<file path="src/rtl/datapath_scheduler.sv">
`default_nettype none
// +----------------------------------------------------------------------------+
// | Module      : datapath_scheduler                                           |
// | Description : Round-robin scheduler that shares one polynomial datapath    |
// |               and its sequencer among N_REQ requesters, with a watchdog    |
// |               that aborts transactions the controller never completes.     |
// | Revision    : 1.0 - initial release                                        |
// +----------------------------------------------------------------------------+
module datapath_scheduler #(
    parameter int N_REQ   = 4,
    parameter int DATA_W  = 16,
    parameter int TIMEOUT = 64
) (
    input  logic                      clock,
    input  logic                      reset,
    input  logic [N_REQ-1:0]          req,
    input  logic [N_REQ*DATA_W-1:0]   x_in,
    output logic [N_REQ-1:0]          gnt,
    output logic [N_REQ-1:0]          done,
    output logic [DATA_W-1:0]         result,
    output logic                      err,
    output logic                      busy,
    input  logic                      dp_ready,
    input  logic                      dp_valid,
    input  logic [DATA_W-1:0]         dp_result,
    output logic                      dp_start,
    output logic [DATA_W-1:0]         dp_x
);

    localparam int IDX_W = (N_REQ > 1) ? $clog2(N_REQ) : 1;
    localparam int TMR_W = (TIMEOUT > 0) ? $clog2(TIMEOUT + 1) : 1;

    localparam logic [1:0] c_ST_IDLE  = 2'd0;
    localparam logic [1:0] c_ST_ISSUE = 2'd1;
    localparam logic [1:0] c_ST_WAIT  = 2'd2;
    localparam logic [1:0] c_ST_RESP  = 2'd3;

    // Last WAIT cycle index before abort, and the saturation ceiling of the timer.
    localparam logic [TMR_W-1:0] c_TMR_LAST = TMR_W'((TIMEOUT > 0) ? (TIMEOUT - 1) : 0);
    localparam logic [TMR_W-1:0] c_TMR_MAX  = {TMR_W{1'b1}};
    localparam logic [IDX_W-1:0] c_IDX_LAST = IDX_W'(N_REQ - 1);

    // Registered state and outputs
    logic [1:0]        r_state_q;
    logic [IDX_W-1:0]  r_idx_q;
    logic [IDX_W-1:0]  r_ptr_q;
    logic [TMR_W-1:0]  r_timer_q;
    logic [DATA_W-1:0] r_dp_x_q;
    logic [DATA_W-1:0] r_result_q;
    logic              r_err_q;
    logic              r_busy_q;
    logic              r_start_q;
    logic [N_REQ-1:0]  r_gnt_q;
    logic [N_REQ-1:0]  r_done_q;

    // Next-state values
    logic [1:0]        w_state_d;
    logic [IDX_W-1:0]  w_idx_d;
    logic [IDX_W-1:0]  w_ptr_d;
    logic [TMR_W-1:0]  w_timer_d;
    logic [DATA_W-1:0] w_dp_x_d;
    logic [DATA_W-1:0] w_result_d;
    logic              w_err_d;
    logic              w_busy_d;
    logic              w_start_d;
    logic [N_REQ-1:0]  w_gnt_d;
    logic [N_REQ-1:0]  w_done_d;

    // Arbitration results
    logic              w_found;
    logic [IDX_W-1:0]  w_win;
    logic [IDX_W-1:0]  w_cand;
    int                w_sum;
    logic [DATA_W-1:0] w_opnd;
    logic              w_expired;

    // Round-robin search: first set request scanning from the pointer upward, wrapping.
    always_comb begin
        w_found = 1'b0;
        w_win   = '0;
        w_cand  = '0;
        w_sum   = 0;
        for (int k = 0; k < N_REQ; k++) begin
            w_sum = int'(r_ptr_q) + k;
            if (w_sum >= N_REQ) begin
                w_sum = w_sum - N_REQ;
            end
            w_cand = IDX_W'(w_sum);
            if (!w_found && req[w_cand]) begin
                w_found = 1'b1;
                w_win   = w_cand;
            end
        end
    end

    // Operand mux for the winning requester's lane.
    always_comb begin
        w_opnd = '0;
        for (int i = 0; i < N_REQ; i++) begin
            if (w_win == IDX_W'(i)) begin
                w_opnd = x_in[i*DATA_W +: DATA_W];
            end
        end
    end

    // Watchdog expiry; a zero TIMEOUT never expires.
    assign w_expired = (TIMEOUT != 0) && (r_timer_q == c_TMR_LAST);

    // Next-state logic; pulse outputs are computed one cycle ahead so they leave flops.
    always_comb begin
        w_state_d  = r_state_q;
        w_idx_d    = r_idx_q;
        w_ptr_d    = r_ptr_q;
        w_timer_d  = r_timer_q;
        w_dp_x_d   = r_dp_x_q;
        w_result_d = r_result_q;
        w_err_d    = 1'b0;
        w_start_d  = 1'b0;
        w_gnt_d    = '0;
        w_done_d   = '0;
        case (r_state_q)
            c_ST_IDLE: begin
                if (dp_ready && w_found) begin
                    w_state_d      = c_ST_ISSUE;
                    w_idx_d        = w_win;
                    w_dp_x_d       = w_opnd;
                    w_start_d      = 1'b1;
                    w_gnt_d[w_win] = 1'b1;
                end
            end
            c_ST_ISSUE: begin
                w_timer_d = '0;
                w_state_d = c_ST_WAIT;
            end
            c_ST_WAIT: begin
                // A completion in the expiry cycle takes priority over the abort.
                if (dp_valid) begin
                    w_result_d        = dp_result;
                    w_err_d           = 1'b0;
                    w_done_d[r_idx_q] = 1'b1;
                    w_state_d         = c_ST_RESP;
                end else if (w_expired) begin
                    w_result_d        = '0;
                    w_err_d           = 1'b1;
                    w_done_d[r_idx_q] = 1'b1;
                    w_state_d         = c_ST_RESP;
                end else if (r_timer_q != c_TMR_MAX) begin
                    w_timer_d = r_timer_q + 1'b1;
                end
            end
            c_ST_RESP: begin
                w_ptr_d   = (r_idx_q == c_IDX_LAST) ? '0 : (r_idx_q + 1'b1);
                w_state_d = c_ST_IDLE;
            end
            default: begin
                w_state_d = c_ST_IDLE;
            end
        endcase
        w_busy_d = (w_state_d != c_ST_IDLE);
    end

    // State and output registers with synchronous reset.
    always_ff @(posedge clock) begin
        if (reset) begin
            r_state_q  <= c_ST_IDLE;
            r_idx_q    <= '0;
            r_ptr_q    <= '0;
            r_timer_q  <= '0;
            r_dp_x_q   <= '0;
            r_result_q <= '0;
            r_err_q    <= 1'b0;
            r_busy_q   <= 1'b0;
            r_start_q  <= 1'b0;
            r_gnt_q    <= '0;
            r_done_q   <= '0;
        end else begin
            r_state_q  <= w_state_d;
            r_idx_q    <= w_idx_d;
            r_ptr_q    <= w_ptr_d;
            r_timer_q  <= w_timer_d;
            r_dp_x_q   <= w_dp_x_d;
            r_result_q <= w_result_d;
            r_err_q    <= w_err_d;
            r_busy_q   <= w_busy_d;
            r_start_q  <= w_start_d;
            r_gnt_q    <= w_gnt_d;
            r_done_q   <= w_done_d;
        end
    end

    assign gnt      = r_gnt_q;
    assign done     = r_done_q;
    assign result   = r_result_q;
    assign err      = r_err_q;
    assign busy     = r_busy_q;
    assign dp_start = r_start_q;
    assign dp_x     = r_dp_x_q;

endmodule
`default_nettype wire

</file>
<file path="config.mk">
export PLATFORM = sky130hd
export DESIGN_NAME = datapath_scheduler
export DESIGN_NICKNAME = d
export VERILOG_FILES = /design/src/rtl/datapath_scheduler.sv
export SDC_FILE = /design/constraint.sdc
export NUM_CORES = 1
export LEC_CHECK = 0
export ABC_AREA = 1
export CAP_MARGIN = 20
export CORE_ASPECT_RATIO = 0.8
export CORE_UTILIZATION = 46
export CTS_CLUSTER_DIAMETER = 40
export CTS_CLUSTER_SIZE = 25
export DETAILED_ROUTE_END_ITERATION = 7
export PLACE_DENSITY = 0.87
export SETUP_SLACK_MARGIN = 0.02
export SYNTH_ARGS = -nofsm -noshare
export SYNTH_HDL_FRONTEND = slang
export SYNTH_SLANG_ARGS = --single-unit
</file>
<file path="constraint.sdc">
create_clock -name clock -period 3.1 [get_ports clock]
set_input_delay 0.465 -clock clock [delete_from_list [all_inputs] [get_ports clock]]
set_output_delay 0.465 -clock clock [all_outputs]
set_load 0.005 [all_outputs]
</file>
==> flow_metrics.tcl, run 1 <==
set metrics [dict create \
    async_flop_share_pct 0 \
    synthFlopType "dfxtp_1" \
    p_sw_mw 0.5668 \
    layout-drive-gt1-share_pct 6.931 \
    criticalPathCategory "reg -> reg" \
    fin_hold_ws_ns 0.4657 \
    drt_first_pass_iters 5 \
    fin_setup_tns_ns 0 \
    slowest_delay_ns 0.58 \
    yosys_warnings 0 \
    critPathTopFamily "simple AND/OR/NAND/NOR gates" \
    vias 3403 \
    status "completed" \
    grt_pass1_wl_mm 13.72 \
    cp_slowest_cell "dfxtp_1" \
    max_slew_margin_pct 72.90 \
    ant_nets 0 \
    final_common_cell "nand2_1" \
    hpwl_mm 6.679 \
    required_ns 3.30 \
    max-cap-violations 0 \
    antenna_cells 0 \
    ys_seq_area_share_pct 36.30 \
    dpl.cell_count 682 \
    synth_edf_count 0 \
    root_buffer "clkbuf_8" \
    synth-seq-cells 56 \
    start_util_pct 47.94 \
    finClkSkew_ns 0.008191 \
    grt_usage_pct 24.62 \
    grt_pass1_vias 3093 \
    cts_inserted_buffers 5 \
    vdd_ir_drop_max_uv 208.6 \
    io_buffers 130 \
    synth_area_mm2 0.003088 \
    r2r.worst_path.cells 15 \
    cp-end-kind "flop" \
    setup_viol 0 \
    final_cell_mix "nand2_1, clkdlybuf4s50_1, inv_1" \
    io-pin-count 131 \
    grt_remaining_overflow 0 \
    wire_per_inst_um 12.45 \
    die_y_um 75.28 \
    worst-path-buf-inv 2 \
    path_common_cell "nand2_1" \
    rows 26 \
    insertion_delay_ns 0.31 \
    syn_nets 573 \
    synth.avg_cell_area_um2 6.433 \
    drt-total-wl_mm 8.592 \
    yosysUniqueCellTypes 31 \
    gp_congestion 0.9111 \
    seq_power_share_pct 44.5 \
    worstSetupPathDepth 15 \
    coreArea_mm2 0.006441 \
    fmax_mhz 415.1 \
    drt_iter0_markers 174 \
    drc 0 \
    hp-class "reg -> reg" \
    cts_tree "yes" \
    whs_path_depth 2 \
    fin_crit_sh_pct 77.70 \
    post-cts-setup-buffers 0 \
    numClockSinks 56 \
    final_cells 690 \
    rsz0062_at_grt "no" \
    die_w_um 93.61 \
    die_area_mm2 0.007047 \
    crit_chain "inv_2 -> nand2_1 -> nand2_1 -> nand2_1 -> nand2_1 -> nor2_2 -> nand3_1 -> nand2_2 -> nand2_4 -> nor2_8 -> nand2_1 -> nand2_1 -> inv_1 -> nand2_1 -> a21oi_2" \
    cp_data_arrival_time_ns 2.61 \
    leakagePower_nw 2.014 \
    nets 698 \
    worstMarginPinSlew_ns 0.4060 \
    grt_antenna_before_repair 0 \
    period_needed_ns 2.409 \
    cts_buffer_depth 2 \
    r2r_slack_ns 0.69 \
    pwr-share-clk_pct 22.7 \
    cts_hold_buf 0 \
    synthToLayoutAreaGrowth_pct 46.15 \
    worst_setup_path_start_kind "flop" \
    p_per_area_mw_per_mm2 401.1 \
    p_int_mw 1.244 \
    grt_start_max_net_pins 30 \
    cts.reportedPaths.clkPinSlew_ns 0.09 \
    synthCells 480 \
    pwr-share-comb_pct 32.8 \
    p_total_mw 1.810 \
    cp_max_fo 28 \
    cts-htree-levels 2 \
    final_hold_viol_count 0 \
    drv_slew 0 \
    fill_cells 524 \
    cts_resized 0 \
    viasPerCell 4.932 \
    sw_frac_of_total_pct 31.31 \
]
==> final timing paths <==
path	startpoint	end
hold / removal	result[7]	result[7]
hold reg to reg	result[7]	result[7]
setup reg to reg	r_ptr_q[0]	dp_x[0]
setup / recovery	r_ptr_q[0]	dp_x[0]
==> cell families (layout without fill, tap and decap cells) <==
group / Yosys count / after routing / share of synthesized area (%)
DFF: 56 / 56 / 36.30
adders and majority gates: 5 / 5 / 2.026
AOI/OAI and AO/OA: 55 / 55 / 10.01
buffers and inverters: 90 / 216 / 13.01
and+or+nand+nor: 274 / 274 / 38.65
==> synth_stat cells, types with 2 or more instances <==
| cell | n | area (um^2) |
|---|---|---|
| inv_1 | 64 | 240.2 |
| dfxtp_1 | 56 | 1121 |
| ha_1 | 5 | 62.56 |
| nor2_2 | 2 | 12.51 |
| nor2_1 | 51 | 191.4 |
| nor2_4 | 2 | 22.52 |
| nor3_1 | 5 | 25.02 |
| o21ai_0 | 9 | 45.04 |
| a21oi_1 | 32 | 160.2 |
| nand3_1 | 54 | 270.3 |
| nand2_2 | 8 | 50.05 |
| inv_2 | 4 | 15.01 |
| nand2_1 | 144 | 540.5 |
| a211oi_1 | 3 | 22.52 |
| buf_2 | 3 | 15.01 |
| buf_6 | 7 | 78.83 |
| clkbuf_1 | 9 | 33.78 |
| a21oi_2 | 6 | 52.55 |
| o21ai_1 | 3 | 15.01 |
| buf_4 | 2 | 15.01 |
==> worst reg2reg max path, stage by stage (launching register included) <==
cell	delay, ns
dfxtp_1	0.58
inv_2	0.17
nand2_1	0.09
nand2_1	0.08
nand2_1	0.11
nand2_1	0.08
nor2_2	0.10
nand3_1	0.09
nand2_2	0.10
nand2_4	0.18
nor2_8	0.38
nand2_1	0.11
nand2_1	0.08
inv_1	0.04
nand2_1	0.07
a21oi_2	0.05
==> power groups by stage <==
stage,Combinational (mW),Clock (mW),Sequential [mW]
global placement,0.575,0,0.818
global route,0.659,0.452,0.812
finish,0.593,0.412,0.806
floorplan,0.339,0,0.817
detailed placement,0.590,0,0.820
CTS,0.593,0.420,0.805
==> sequential cells by signal, indices dropped and copies added (netlist names) <==
signal / cells
dp_start: 1
r_timer_q: 7
err: 1
done: 4
busy: 1
r_state_q: 2
r_ptr_q: 2
dp_x: 16
result: 16
r_idx_q: 2
gnt: 4
==> layer usage <==
metal | global-route usage [%] | routed length, um
met3 | 4.848 | 604
met2 | 43.30 | 4140
met1 | 31.03 | 3704
met5 | 0 | 0
met4 | 7.350 | 142
==> final cells by class <==
type	instances	area [um^2]	share of cell area, %
Clock buffer	7	86.33	1.913
Clock inverter	1	7.507	0.1663
Multi-Input combinational cell	334	1565	34.68
Tap cell	84	105.1	2.329
Sequential cell	56	1121	24.84
Timing Repair Buffer	139	1369	30.33
Inverter	69	259.0	5.739
==> through the flow <==
step / utilization [%] / setup slack [ns] / instance area (um^2)
2_1_floorplan: - / 1.319 / 3088
4_1_cts: 70.07 / 0.7106 / 4513
3_5_place_dp: 68.61 / 0.5037 / 4419
3_3_place_gp: 68.61 / 0.5645 / 4419
5_1_grt: 70.07 / 0.4544 / 4513
6_report: 70.07 / 0.6912 / 4513
(Power assumes the default switching activity.)
==> run 2: changes to the inputs <==
- CORE_UTILIZATION: 46 -> 39
- PLACE_DENSITY: 0.87 -> 0.78
- clock period: 3.1 -> 2.1 ns (I/O delays scaled with it)
==> run 2 against run 1 <==
Net effect:
- first-iteration DRC count fell by 23%
- combinational power rose by 75%
- critical path depth did not move
==> flow_metrics.tcl, run 2 (same netlist as run 1, synthesis figures left out) <==
set metrics [dict create \
    grt_pass1_vias 3280 \
    insertion_delay_ns 0.32 \
    rows 28 \
    r2r_slack_ns 0.14 \
    cp_slowest_cell "clkdlybuf4s50_1" \
    coreArea_mm2 0.007532 \
    cts-htree-levels 2 \
    grt_start_max_net_pins 21 \
    cts_buffer_depth 2 \
    layout-drive-gt1-share_pct 12.74 \
    required_ns 2.30 \
    busiest_layer "met2" \
    multi_input_area_mm2 0.001614 \
    grtUsageMet1_pct 26.16 \
    gp_congestion 0.9128 \
    antenna_cells 0 \
    register_area_mm2 0.001129 \
    drt_iter0_markers 134 \
    grt_use_met2_pct 38.91 \
    wire_per_inst_um 13.00 \
    root_buffer "clkbuf_8" \
    vdd_ir_drop_max_uv 317.0 \
    grt_antenna_before_repair 0 \
    cp_data_arrival_time_ns 2.18 \
    fin_crit_sh_pct 93.99 \
    die_area_mm2 0.008280 \
    start_util_pct 41.00 \
    finClkSkew_ns 0.009992 \
    worst_setup_path_start_kind "input pin" \
    synthToLayoutAreaGrowth_pct 57.90 \
    cp_max_fo 9 \
    numClockSinks 56 \
    cts.reportedPaths.clkPinSlew_ns 0.10 \
    fmax_mhz 506.6 \
    drt_first_pass_iters 4 \
    drc 0 \
    worstMarginPinSlew_ns 0.3935 \
    io-pin-count 131 \
    final_hold_viol_count 0 \
    cp-end-kind "flop" \
    cts_tree "yes" \
    drt-total-wl_mm 9.532 \
    use_met3_pct 5.702 \
    cts_inserted_buffers 5 \
    hpwl_mm 7.176 \
    timing.rr.start "r_ptr_q[1]" \
    grt_remaining_overflow 0 \
    max-cap-violations 0 \
    criticalPathCategory "in -> reg" \
    period_needed_ns 1.974 \
    die_y_um 81.59 \
    viasPerCell 4.813 \
    ant_nets 0 \
    grt_usage_pct 22.26 \
    final_cell_mix "nand2_1, clkdlybuf4s50_1, inv_1" \
    final_common_cell "nand2_1" \
    io_buffers 130 \
    fill_cells 666 \
    slowest_delay_ns 0.48 \
    crit_chain "clkdlybuf4s50_1 -> inv_1 -> nand2_1 -> nand2_2 -> buf_4 -> nand4_2 -> nand2_2 -> nor2_4 -> buf_12 -> buf_4 -> nor2_1 -> nor2_1 -> nand3_1 -> nand2_1 -> a21oi_2" \
    fin_hold_ws_ns 0.4699 \
    post-route-util_pct 64.73 \
    nets 720 \
    rsz0062_at_grt "yes" \
    hp-class "reg -> reg" \
    grt_pass1_wl_mm 14.35 \
    leakagePower_nw 2.192 \
    max_slew_margin_pct 73.69 \
    status "completed" \
    p_per_area_mw_per_mm2 602.4 \
    cts_hold_buf 0 \
    vias 3528 \
    crit_start "req[1]" \
    die_w_um 101.5 \
    setup_viol 0 \
    drv_slew 0 \
    hp-start "result[12]" \
]
[run 2: cell count changes in the layout (fill, tap and decap cells not counted), sizes merged]
| cell | before | now |
|---|---|---|
| clkinvlp | 1 | 0 |
| dlymetal6s2s | 0 | 1 |
| buf | 9 | 29 |
| bufinv | 0 | 1 |
| clkinv | 1 | 2 |
| clkbuf | 7 | 8 |
| clkdlybuf4s50 | 130 | 129 |
[run 2: what timing repair did]
action,4_1_cts,5_1_grt
setup buffers,0,3
resized for setup,0,24
endpoints found under the setup margin,0,20
[run 2: worst max-delay path: cells and delay by family]
family	cells	cell delay (ns)
buffers and inverters	5	0.97
AOI/OAI and AO/OA	1	0.06
and+or+nand+nor	9	0.82
[run 2: stage by stage]
step	setup slack [ns]	instances	power, mW	area (um^2)	TNS [ns]
floorplan	0.3676	480	1.707	3088	0
global placement	-0.1012	720	2.149	4611	-1.257
detailed placement	-0.1549	720	2.168	4611	-2.172
CTS	0.09239	728	2.865	4718	0
global route	-0.02654	733	3.094	4876	-0.03438
finish	0.1262	733	2.937	4876	0
[run 2: final timing paths]
kind | to | depth (start not counted)
worst min register to register | result[12] | 2
worst min-delay path | result[12] | 2
worst max-delay path | dp_x[5] | 15
worst max register to register | dp_x[5] | 15
[run 2: per-layer routing]
metal / part of all wire, % / wire [um]
met5: 0 / 0
met4: 2.5 / 240
met3: 6.8 / 652
met2: 48 / 4583
met1: 43 / 4056
[run 2: final cells by class]
type,instances,area share (%)
Multi-Input combinational cell,334,33.10
Inverter,69,5.363
Clock buffer,6,1.488
Sequential cell,56,23.15
Clock inverter,2,0.7185
Timing Repair Buffer,161,33.49
Tap cell,105,2.694
[run 2: where the power goes]
group	switching (mW)	internal (mW)
Combinational	0.497	0.546
Sequential	0.0480	1.14
Clock	0.355	0.355
Total	0.900	2.04
==> run 3: changes to the inputs <==
- SLEW_MARGIN: default -> 20
==> results of run 3 <==
Same layout as run 2: the final DEF is identical, and so are final timing and power.
